$ cat config.mk
export PLATFORM = sky130hd
export DESIGN_NAME = cpu_mem_arbiter
export DESIGN_NICKNAME = d
export VERILOG_FILES = /design/src/rtl/lc3b_types.sv /design/src/rtl/arb_wait_counter.sv /design/src/rtl/cpu_mem_arbiter.sv
export SDC_FILE = /design/constraint.sdc
export NUM_CORES = 1
export LEC_CHECK = 0
export ABC_CLOCK_PERIOD_IN_PS = 2950
export CAP_MARGIN = 20
export CORE_AREA = 4 4 72 124
export CTS_BUF_LIST = sky130_fd_sc_hd__clkbuf_8
export DETAILED_ROUTE_END_ITERATION = 8
export DIE_AREA = 0 0 76 128
export PLACE_DENSITY = 0.77
export SYNTH_ARGS = -nofsm -noshare
export SYNTH_HDL_FRONTEND = slang
export SYNTH_HIERARCHICAL = 1
export SYNTH_SLANG_ARGS = --single-unit
export TNS_END_PERCENT = 5
$ cat constraint.sdc
create_clock -name clk -period 2.95 [get_ports clk]
set_input_delay 0.295 -clock clk [delete_from_list [all_inputs] [get_ports clk]]
set_output_delay 0.295 -clock clk [all_outputs]
set_load 0.05 [all_outputs]
$ cat src/rtl/lc3b_types.sv
// lc3b_types: shared word type, arbiter state encoding and default timeout
package lc3b_types;
  typedef logic [15:0] lc3b_word;
  typedef enum logic [1:0] {IDLE, I_ACCESS, D_ACCESS, RECOVER} arb_state_t;
  localparam int unsigned ARB_TIMEOUT_DEFAULT = 255;
endpackage

$ cat src/rtl/arb_wait_counter.sv
// arb_wait_counter: counts wait cycles, raises tc_o once LIMIT cycles have elapsed
module arb_wait_counter #(
  parameter int unsigned W     = 16,
  parameter int unsigned LIMIT = 255
) (
  input  logic clk,
  input  logic rst_n,
  input  logic clr_i,
  input  logic en_i,
  output logic tc_o
);
  logic [W-1:0] cnt_q, cnt_d;
  assign tc_o = cnt_q == W'(LIMIT);
  always_comb cnt_d = clr_i ? '0 : (en_i && !tc_o) ? cnt_q + 1'b1 : cnt_q;
  always_ff @(posedge clk or negedge rst_n)
    if (!rst_n) cnt_q <= '0;
    else        cnt_q <= cnt_d;
endmodule

$ cat src/rtl/cpu_mem_arbiter.sv
// cpu_mem_arbiter: shares one physical memory between instruction and data ports
// ARB_FAIR_EN: alternate grants when both ports pend; otherwise data has fixed priority
module cpu_mem_arbiter
  import lc3b_types::*;
#(
  parameter int unsigned TIMEOUT_CYCLES = ARB_TIMEOUT_DEFAULT
) (
  input  logic       clk,
  input  logic       rst_n,
  input  logic       i_mem_read,
  input  logic       i_mem_write,
  input  lc3b_word   i_mem_address,
  input  lc3b_word   i_mem_wdata,
  input  logic [1:0] i_mem_byte_enable,
  output logic       i_mem_resp,
  output lc3b_word   i_mem_rdata,
  input  logic       d_mem_read,
  input  logic       d_mem_write,
  input  lc3b_word   d_mem_address,
  input  lc3b_word   d_mem_wdata,
  input  logic [1:0] d_mem_byte_enable,
  output logic       d_mem_resp,
  output lc3b_word   d_mem_rdata,
  output logic       pmem_read,
  output logic       pmem_write,
  output lc3b_word   pmem_address,
  output lc3b_word   pmem_wdata,
  output logic [1:0] pmem_byte_enable,
  input  logic       pmem_resp,
  input  lc3b_word   pmem_rdata,
  output logic       timeout_err
);
  arb_state_t state_q, state_d;
  lc3b_word   addr_q, addr_d, wdata_q, wdata_d;
  logic [1:0] be_q, be_d;
  logic       wr_q, wr_d;
  logic       d_pend, i_pend, pick_d, access, tc, done;
`ifdef ARB_FAIR_EN
  logic       last_q, last_d;
`endif

  assign d_pend = d_mem_read | d_mem_write;
  assign i_pend = i_mem_read | i_mem_write;
`ifdef ARB_FAIR_EN
  assign pick_d = d_pend && (!i_pend || !last_q);
`else
  assign pick_d = d_pend;
`endif
  assign access = (state_q == I_ACCESS) || (state_q == D_ACCESS);
  assign done   = access && (pmem_resp || tc);

  arb_wait_counter #(.W(16), .LIMIT(TIMEOUT_CYCLES)) u_wait (
    .clk   (clk),
    .rst_n (rst_n),
    .clr_i (!access),
    .en_i  (access && !pmem_resp),
    .tc_o  (tc)
  );

  always_comb begin
    state_d = state_q;
    addr_d  = addr_q;
    wdata_d = wdata_q;
    be_d    = be_q;
    wr_d    = wr_q;
`ifdef ARB_FAIR_EN
    last_d  = last_q;
`endif
    if (state_q == IDLE && (d_pend || i_pend)) begin
      state_d = pick_d ? D_ACCESS : I_ACCESS;
      addr_d  = pick_d ? d_mem_address : i_mem_address;
      wdata_d = pick_d ? d_mem_wdata : i_mem_wdata;
      be_d    = pick_d ? d_mem_byte_enable : i_mem_byte_enable;
      wr_d    = pick_d ? d_mem_write : i_mem_write;
`ifdef ARB_FAIR_EN
      last_d  = pick_d;
`endif
    end else if (done) begin
      state_d = RECOVER;
    end else if (state_q == RECOVER) begin
      state_d = IDLE;
    end
  end

  always_ff @(posedge clk or negedge rst_n) begin
    if (!rst_n) begin
      state_q <= IDLE;
      addr_q  <= '0;
      wdata_q <= '0;
      be_q    <= '0;
      wr_q    <= 1'b0;
`ifdef ARB_FAIR_EN
      last_q  <= 1'b0;
`endif
    end else begin
      state_q <= state_d;
      addr_q  <= addr_d;
      wdata_q <= wdata_d;
      be_q    <= be_d;
      wr_q    <= wr_d;
`ifdef ARB_FAIR_EN
      last_q  <= last_d;
`endif
    end
  end

  assign pmem_read        = access && !wr_q;
  assign pmem_write       = access && wr_q;
  assign pmem_address     = access ? addr_q : '0;
  assign pmem_wdata       = access ? wdata_q : '0;
  assign pmem_byte_enable = access ? be_q : '0;
  assign i_mem_resp       = (state_q == I_ACCESS) && done;
  assign d_mem_resp       = (state_q == D_ACCESS) && done;
  // a timed-out access completes with zero data
  assign i_mem_rdata      = (i_mem_resp && pmem_resp) ? pmem_rdata : '0;
  assign d_mem_rdata      = (d_mem_resp && pmem_resp) ? pmem_rdata : '0;
  assign timeout_err      = access && tc && !pmem_resp;
endmodule
; ---- After elaboration in Yosys (flattened, before gate mapping)
; Cells that the tools add are included.
[op_classes]
n_reduce_logical = 20
mul = 0
div = 0
shifts = 0
bitwise_logic = 2
mux = 15
n_lt_le_gt_ge = 0
n_eq_ne = 5
n_addsub = 1
[op_table]
columns = operator, count
row1 = 16-bit 2-to-1 mux, 8
row2 = "16-bit by 1-bit adder with 16-bit output, second input constant", 1
row3 = "16-bit by 8-bit == test with 1-bit output, second input constant", 1
row4 = 1-bit logical AND, 12
row5 = 2-bit 2-to-1 mux, 6
row6 = "2-bit == test, second input constant", 2
row7 = 1-bit zero test, 3
row8 = 1-bit logical OR, 3
row9 = 3-bit nonzero test, 1
row10 = "2-bit by 1-bit == test with 1-bit output, second input constant", 1
row11 = 2-bit zero test, 1
row12 = "2-bit by 1-bit != test with 1-bit output, second input constant", 1
row13 = 1-bit OR, 2
row14 = 1-bit 2-to-1 mux, 1
[word_totals]
latch_bits = 0
rom_bits = 0
inputBits = 91
ram_bits = 0
mem_count = 0
ff_bits = 53
output_inout_bits = 71
wordCells = 49

; ---- Logic depth before layout (Yosys ltp)
; Gate-level depths: netlist (run 1).
[logic_depth]
ltp_word = 6
mapped_depth = 9
mapped_depth_nobuf = 8

; ---- Cells and area by module
; Netlist (run 1), hierarchy kept.
[by_module_without_submodules]
columns = mod, area_each_um2, cells_each, instances, seq_area_each_um2
row1 = cpu_mem_arbiter, 2263.4, 219, 1, 925.9
row2 = arb_wait_counter, 890.9, 94, 1, 400.4

; ---- Worst setup path before layout (run 1)
; No wires, ideal clock.
[synth_path]
path_kind = flip-flop to flip-flop
startpoint = reg state_q[0]
endpoint = reg u_wait.cnt_q[15]
path_slack_ns = 0.683
setup_time_ns = 0.078
path_stages_with_launch = 10
required_ns = 2.872
n_path_buf = 1
t_arrival_ns = 2.190
synth_period_minus_slack_ns = 2.267
cell_sequence = dfrtp_1 > inv_1 > ha_1 > clkbuf_1 > inv_1 > nor2_1 > and3_1 > nand3_1 > or4_1 > a21oi_1
[synth_between]
elab_chain_len = 5
word_cells_on_any_way = 7
classes_between = eq/ne (3) / mux (1) / reduce/logical (3)
[synth_rtl]
columns = element, line
row1 = "start, declared", cpu_mem_arbiter.sv:33  ; arb_state_t state_q, state_d;
row2 = "start signal, assigned", cpu_mem_arbiter.sv:96  ; state_q <= state_d;
row3 = 2-bit by 1-bit == test with 1-bit output or 2-bit == test (tied branches), cpu_mem_arbiter.sv:49  ; assign access = (state_q == I_ACCESS) || (state_q == D_ACCESS);
row4 = 1-bit logical OR (*), cpu_mem_arbiter.sv:49
row5 = 1-bit logical AND, cpu_mem_arbiter.sv:56  ; .en_i (access && !pmem_resp),
row6 = 1-bit logical AND, arb_wait_counter.sv:14  ; always_comb cnt_d = clr_i ? '0 : (en_i && !tc_o) ? cnt_q + 1'b1 : cnt_q;
row7 = 2-bit by 1-bit != test with 1-bit output (no source line), --
row8 = "end signal, assigned", arb_wait_counter.sv:17  ; else cnt_q <= cnt_d;
row9 = "end, declared", arb_wait_counter.sv:12  ; logic [W-1:0] cnt_q, cnt_d;
; Every way passes the cells marked *; elsewhere a longest branch is shown, timed or not.
; A chain may end at the register's enable or synchronous reset.

; ---- Final worst setup path (run 1)
[layout_path]
startpoint = reg u_wait.cnt_q[11]
endpoint = out i_mem_resp
[layout_between]
elab_chain_len = 4
[layout_rtl]
columns = element, line
row1 = 16-bit by 8-bit == test with 1-bit output, arb_wait_counter.sv:13  ; assign tc_o = cnt_q == W'(LIMIT);
row2 = via tc, cpu_mem_arbiter.sv:37  ; logic d_pend, i_pend, pick_d, access, tc, done;
row3 = 1-bit logical OR, cpu_mem_arbiter.sv:50  ; assign done = access && (pmem_resp || tc);
row4 = 1-bit logical AND, cpu_mem_arbiter.sv:50
row5 = 1-bit logical AND, cpu_mem_arbiter.sv:112  ; assign i_mem_resp = (state_q == I_ACCESS) && done;
row6 = "end, declared", cpu_mem_arbiter.sv:15  ; output logic i_mem_resp,
; The timed path passes the listed nets, and every way through them passes these cells.

==> results of run 1 <==
==> where the power goes <==
part	switching, W	leakage, nW	total, W	internal, W
logic	0.00228	1.49	0.00370	0.00142
clock network	0.000226	0.0485	0.000409	0.000183
registers	0.000132	0.677	0.00112	0.000985
total	0.00264	2.22	0.00522	0.00258
==> routing by layer <==
layer	track usage (%)	routed length, um
met5	0	0
met4	5.97	163
met3	3.73	474
met2	38.1	5320
met1	21.1	3530
==> layout make-up <==
cell class	instances	area [um^2]
fillers	648	2790
flip-flops and latches	53	1330
well taps	90	113
inverters	8	30.0
multi-input cells	231	1630
clock buffers	6	82.6
repair buffers	168	1930
clock inverters	1	3.75
==> synth_stat cells (2+ instances only) <==
| library cell | number |
|---|---|
| buf_6 | 6 |
| inv_1 | 8 |
| a221o_1 | 34 |
| ha_1 | 5 |
| o21ai_0 | 5 |
| or4_1 | 7 |
| nand3_1 | 6 |
| a21oi_1 | 13 |
| buf_8 | 3 |
| o21ai_1 | 5 |
| and4_1 | 2 |
| o31ai_1 | 6 |
| and3_1 | 5 |
| clkbuf_1 | 7 |
| nor2_1 | 6 |
| and2_1 | 96 |
| or3_1 | 8 |
| nand2_1 | 8 |
| clkbuf_8 | 2 |
| dfrtp_1 | 53 |
| and2_2 | 8 |
| a31oi_1 | 2 |
| nand2b_1 | 2 |
| a21oi_2 | 2 |
==> cell families after synthesis <==
kind of cell / after synthesis / share of synthesized area, %
mux: 1 / 0.317
xor+xnor: 1 / 0.278
flops: 53 / 42.0
simple gates: 153 / 29.9
fa+ha+maj: 5 / 1.98
compound gates: 71 / 18.8
buf+inv: 29 / 6.74
==> sequential cells by signal, indices dropped and copies added (netlist names) <==
| signal | flops |
|---|---|
| state_q | 2 |
| u_wait/cnt_q | 16 |
| wr_q | 1 |
| wdata_q | 16 |
| addr_q | 16 |
| be_q | 2 |
==> stage by stage <==
stage | setup slack [ps] | cells | utilization [%] | cell area (um^2) | power [W]
after floorplan | 683 | 313 | - | 3150 | 0.00363
after global placement | 814 | 550 | 63.6 | 5030 | 0.00479
after detailed placement | 712 | 550 | 63.6 | 5030 | 0.00486
after CTS | 462 | 557 | 64.7 | 5120 | 0.00529
after global routing | 308 | 557 | 64.7 | 5120 | 0.00553
final | 474 | 557 | 64.7 | 5120 | 0.00522
==> critical path, delay by kind of cell (launching register included) <==
kind	cells	cell delay [ps]
buffers and inverters	1	140
AND/OR/NAND/NOR	5	1310
flip-flops	1	420
==> how the worst max path moves through the flow <==
stage          cells past startpoint                           end
2_1_floorplan                      9  u_wait/cnt_q[15]$_DFFE_PN0P_
3_3_place_gp                       5   u_wait/cnt_q[1]$_DFFE_PN0P_
3_5_place_dp                       8  u_wait/cnt_q[15]$_DFFE_PN0P_
4_1_cts                            6                    i_mem_resp
5_1_grt                            8                    i_mem_resp
6_report                           6                    i_mem_resp
==> layout by cell type (no fill, tap or decap), drive strengths merged <==
cell type / count
nand2b: 2
o31ai: 6
nor2b: 1
clkbuf: 6
or3: 8
a31oi: 2
o41ai: 2
and3: 5
o211ai: 1
nor3: 1
mux2i: 1
dfrtp: 53
buf: 79
nand2: 8
nand3: 6
a221o: 34
o211a: 1
clkdlybuf4s50: 89
nor2: 7
or4: 8
a21oi: 15
and2: 104
inv: 9
nand4: 1
ha: 5
and4: 2
xor2: 1
o21ai: 10
==> run metrics, run 1 <==
outcome completed; largest net degree at the start of global routing 54; Final #Nets 563; crit start category register; post-DP HPWL 7.40 mm; Setup crit end kind primary output; WL final 9.49 mm; Worst slew margin 55.2%; endpoints failing hold 0; I/O Pins 162; most area-consuming cells after synthesis dfrtp_1 42%, and2_1 19%, a221o_1 11%, buf_6 2.1%, a21oi_1 2.1%; max-slew violations 0; worst slew pin tran 672 ps; synth unique cells 38; Final min period 2480 ps; hold_buf cts 0; Cell Area, Synth 0.00315 mm^2; post-synthesis cell count 313; layout cell share with drive strength beyond 1 21.4%; Post-synth top flop dfrtp_1; reg-to-reg endpoint u_wait/cnt_q[15]$_DFFE_PN0P_; DIE WIDTH 76 um; H-tree Lvls 2; total CTS buffers 5; First-pass DRT Iterations 4; CP peak stage delay 630 ps; port bufs 161; CP arrival 2180 ps; clock slew at reported path FFs 90 ps; Remaining DRCs 0; initial antenna violation count 0; initial drt markers 152; Avg Vias per Cell 5.33; Crit Reg-Reg Startpoint state_q[1]$_DFFE_PN0P_; R2R Setup Slk 680 ps; CP max FO 5; Die Footprint 0.00973 mm^2; postcts setup bufs 0; top-area cell type share of the netlist area 42.0%; Slowest-stage cell, CP or4_1; Root Buffer clkbuf_8; synthesized flop and latch total 53; setup tns final 0 ps; Num Clock Sinks 53; sequential area share after synthesis 42.0%; GRT Total Usage 19.7%; most numerous cell on the critical path nor2_1; clk_lat worst skew 300 ps; Mapped Avg Cell Area 10.1 um^2; die height 128 um; pwr/cell area 1020 mW/mm^2; async set-reset flop share out of synthesis 100%; Max Cap Violations 0; Worst Clk Skew 7.36 ps; crit path launch u_wait/cnt_q[11]$_DFFE_PN0P_; RSZ-0062 raised after global routing false; upper clock frequency limit 404 MHz; wire length per cell 17.0 um; gr ovfl total 0; Syn. warnings 6; Tcrit/Tclk final 83.9%; antenna-violating nets left 0; leakage 2.22 nW; first-pass GRT wire length 15.7 mm; Core Region 0.00791 mm^2; Setup Crit Path Kind register to primary output; vias in the first global route 3,227; Inserted Diodes 0; via count 2,967; Area growth, synth to finish 62.2%; syn_nets 409; Starting Density 39.9%; Resized Gates After CTS 0; Final setup viols 0; VDD IR max 0.801 mV; Worst EP required 2650 ps; number of synthesized flops with an enable pin 0; Clock Tree Buf Depth 2; Hold Crit Class input port to asynchronous set/reset pin; RD Place Congestion 0.823; std cell rows 43; FF-to-FF path depth 8; largest area contributor in the netlist dfrtp_1; TritonCTS clock tree yes; cell breakdown of the critical path or4_1 -> nor3_1 -> nor2_1 -> nor2_1 -> and2_1 -> buf_12; Hold WS 111 ps
(Power assumes the default switching activity.)
==> inputs of run 2 (changes only) <==
--- a/config.mk
+++ b/config.mk
@@ -5,7 +5,7 @@
 export SDC_FILE = /design/constraint.sdc
 export NUM_CORES = 1
 export LEC_CHECK = 0
-export ABC_CLOCK_PERIOD_IN_PS = 2950
+export ABC_CLOCK_PERIOD_IN_PS = 2280
 export CAP_MARGIN = 20
 export CORE_AREA = 4 4 72 124
 export CTS_BUF_LIST = sky130_fd_sc_hd__clkbuf_8
==> constraint.sdc (replaced) <==
create_clock -name clk -period 2.28 [get_ports clk]
set_input_delay 0.228 -clock clk [delete_from_list [all_inputs] [get_ports clk]]
set_output_delay 0.228 -clock clk [all_outputs]
set_load 0.05 [all_outputs]
==> run 2 against run 1 <==
  * Design area up 11%
  * First-iteration DRC count down 21%
  * Core utilization up 7.2 points
  * Via count up 2.6%
  * Register-to-register slack worse by 550 ps
==> run metrics, run 2 (synthesis results as in run 1) <==
endpoints failing hold 0; Worst EP required 2050 ps; CP max FO 3; Setup crit end kind primary output; Starting Density 39.9%; total CTS buffers 5; port bufs 161; Inserted Diodes 0; RD Place Congestion 0.803; FF-to-FF path depth 5; Final setup viols 0; antenna-violating nets left 0; I/O Pins 162; TritonCTS clock tree yes; Worst Clk Skew 6.51 ps; most frequent cells in the layout 94 x and2_1, 89 x clkdlybuf4s50_1, 73 x buf_12; crit start category register; leakage 2.38 nW; Die Footprint 0.00973 mm^2; via count 3,043; largest net degree at the start of global routing 39; Root Buffer clkbuf_8; clock slew at reported path FFs 100 ps; gr ovfl total 0; std cell rows 43; Setup Crit Path Kind register to primary output; Tcrit/Tclk final 98.9%; pwr/cell area 1410 mW/mm^2; Worst slew margin 59.2%; first-pass GRT wire length 15.7 mm; Final #Nets 572; outcome completed; post-DP HPWL 7.63 mm; Remaining DRCs 0; DIE WIDTH 76 um; wire length per cell 17.3 um; upper clock frequency limit 443 MHz; most common cell after layout, fill and taps aside and2_1; vias in the first global route 3,157; worst slew pin tran 612 ps; H-tree Lvls 2; Num Clock Sinks 53; Hold Crit Class input port to asynchronous set/reset pin; initial drt markers 120; WL final 9.79 mm; Core Region 0.00791 mm^2; max-slew violations 0; top flop regs addr_q (16), u_wait/cnt_q (16), wdata_q (16); Clock Tree Buf Depth 2; utilization after layout 71.9%; Filler cells 547; CP arrival 2030 ps; layout cell share with drive strength beyond 1 24.9%; First-pass DRT Iterations 4; Max Cap Violations 0; RSZ-0062 raised after global routing true; Avg Vias per Cell 5.37; Final min period 2250 ps; setup tns final 0 ps; VDD IR max 0.999 mV; clk_lat worst skew 310 ps; die height 128 um; GRT Total Usage 19.7%; Area growth, synth to finish 80.4%; initial antenna violation count 0
==> run 2: cell types whose count changed in the layout (fill, tap and decap cells not counted), sizes merged <==
cell,previous run,this run
dlygate4sd3,0,1
buf,79,87
clkbuf,6,5
inv,9,10
clkinvlp,0,1
==> run 2: worst max-delay path, stage by stage (launching register included) <==
cell and delay (ps):
dfrtp_1 400, or4_4 590, nor3_4 230, nor2_1 60, nor2_1 140, and2_4 170, buf_12 130
==> run 2: path summary, 6_finish.rpt <==
check,start,end,slack [ps]
worst max-delay path,u_wait/cnt_q[11]$_DFFE_PN0P_,i_mem_resp,30
worst min-delay path,rst_n,u_wait/cnt_q[2]$_DFFE_PN0P_,470
worst max register to register,u_wait/cnt_q[14]$_DFFE_PN0P_,u_wait/cnt_q[1]$_DFFE_PN0P_,130
worst min register to register,wr_q$_DFFE_PN0N_,wr_q$_DFFE_PN0N_,530
max in group asynchronous,rst_n,wdata_q[3]$_DFFE_PN0N_,1250
min in group clk,d_mem_wdata[10],wdata_q[10]$_DFFE_PN0N_,520
==> run 2: metrics by stage <==
step | instance area, um^2 | setup slack, ps | total power (W) | hold WS (ps) | instances
finish | 5690 | 25.1 | 0.00802 | 469 | 567
global route | 5690 | -80.5 | 0.00842 | 503 | 567
CTS | 5630 | 8.57 | 0.00809 | 476 | 561
detailed placement | 5510 | 152 | 0.00749 | 275 | 552
global placement | 5510 | 180 | 0.00740 | 266 | 552
floorplan | 3150 | 12.7 | 0.00469 | -67.6 | 313
==> run 2: timing repair <==
item | CTS | global route
gates resized for setup | 6 | 5
hold buffers | 1 | 0
buffers inserted | 0 | 6
hold endpoints to repair | 24 | 0
endpoints found under the setup margin | 34 | 34
pin swaps | 0 | 3
==> run 2: area by class of cell <==
cell class / instances / area (um^2) / share of cell area [%]
Clock buffer: 5 / 68.8 / 1.21
Multi-Input combinational cell: 231 / 1660 / 29.2
Inverter: 8 / 30.0 / 0.528
Sequential cell: 53 / 1330 / 23.3
Tap cell: 90 / 113 / 1.98
Timing Repair Buffer: 177 / 2460 / 43.3
Clock inverter: 3 / 25.0 / 0.440
==> run 2: report_power, final <==
part	leakage [nW]	total, W	switching [W]	internal (W)
logic	1.66	0.00602	0.00319	0.00283
registers	0.676	0.00143	0.000159	0.00127
clock network	0.0452	0.000564	0.000339	0.000225
total	2.38	0.00802	0.00369	0.00433
==> run 2: layer usage <==
layer | vias up | part of all wire (%) | global-route usage, %
li1 | 1444 | - | -
met1 | 1468 | 34 | 21.1
met2 | 118 | 57 | 38.0
met3 | 13 | 6.3 | 4.50
met4 | 0 | 1.8 | 5.35
met5 | - | 0 | 0
==> inputs of run 3 (changes only) <==
--- a/config.mk
+++ b/config.mk
@@ -11,6 +11,7 @@
 export CTS_BUF_LIST = sky130_fd_sc_hd__clkbuf_8
 export DETAILED_ROUTE_END_ITERATION = 8
 export DIE_AREA = 0 0 76 128
+export GPL_ROUTABILITY_DRIVEN = 0
 export PLACE_DENSITY = 0.77
 export SYNTH_ARGS = -nofsm -noshare
 export SYNTH_HDL_FRONTEND = slang
==> results of run 3 <==
No change in the layout: final DEF, timing and power equal those of run 2.
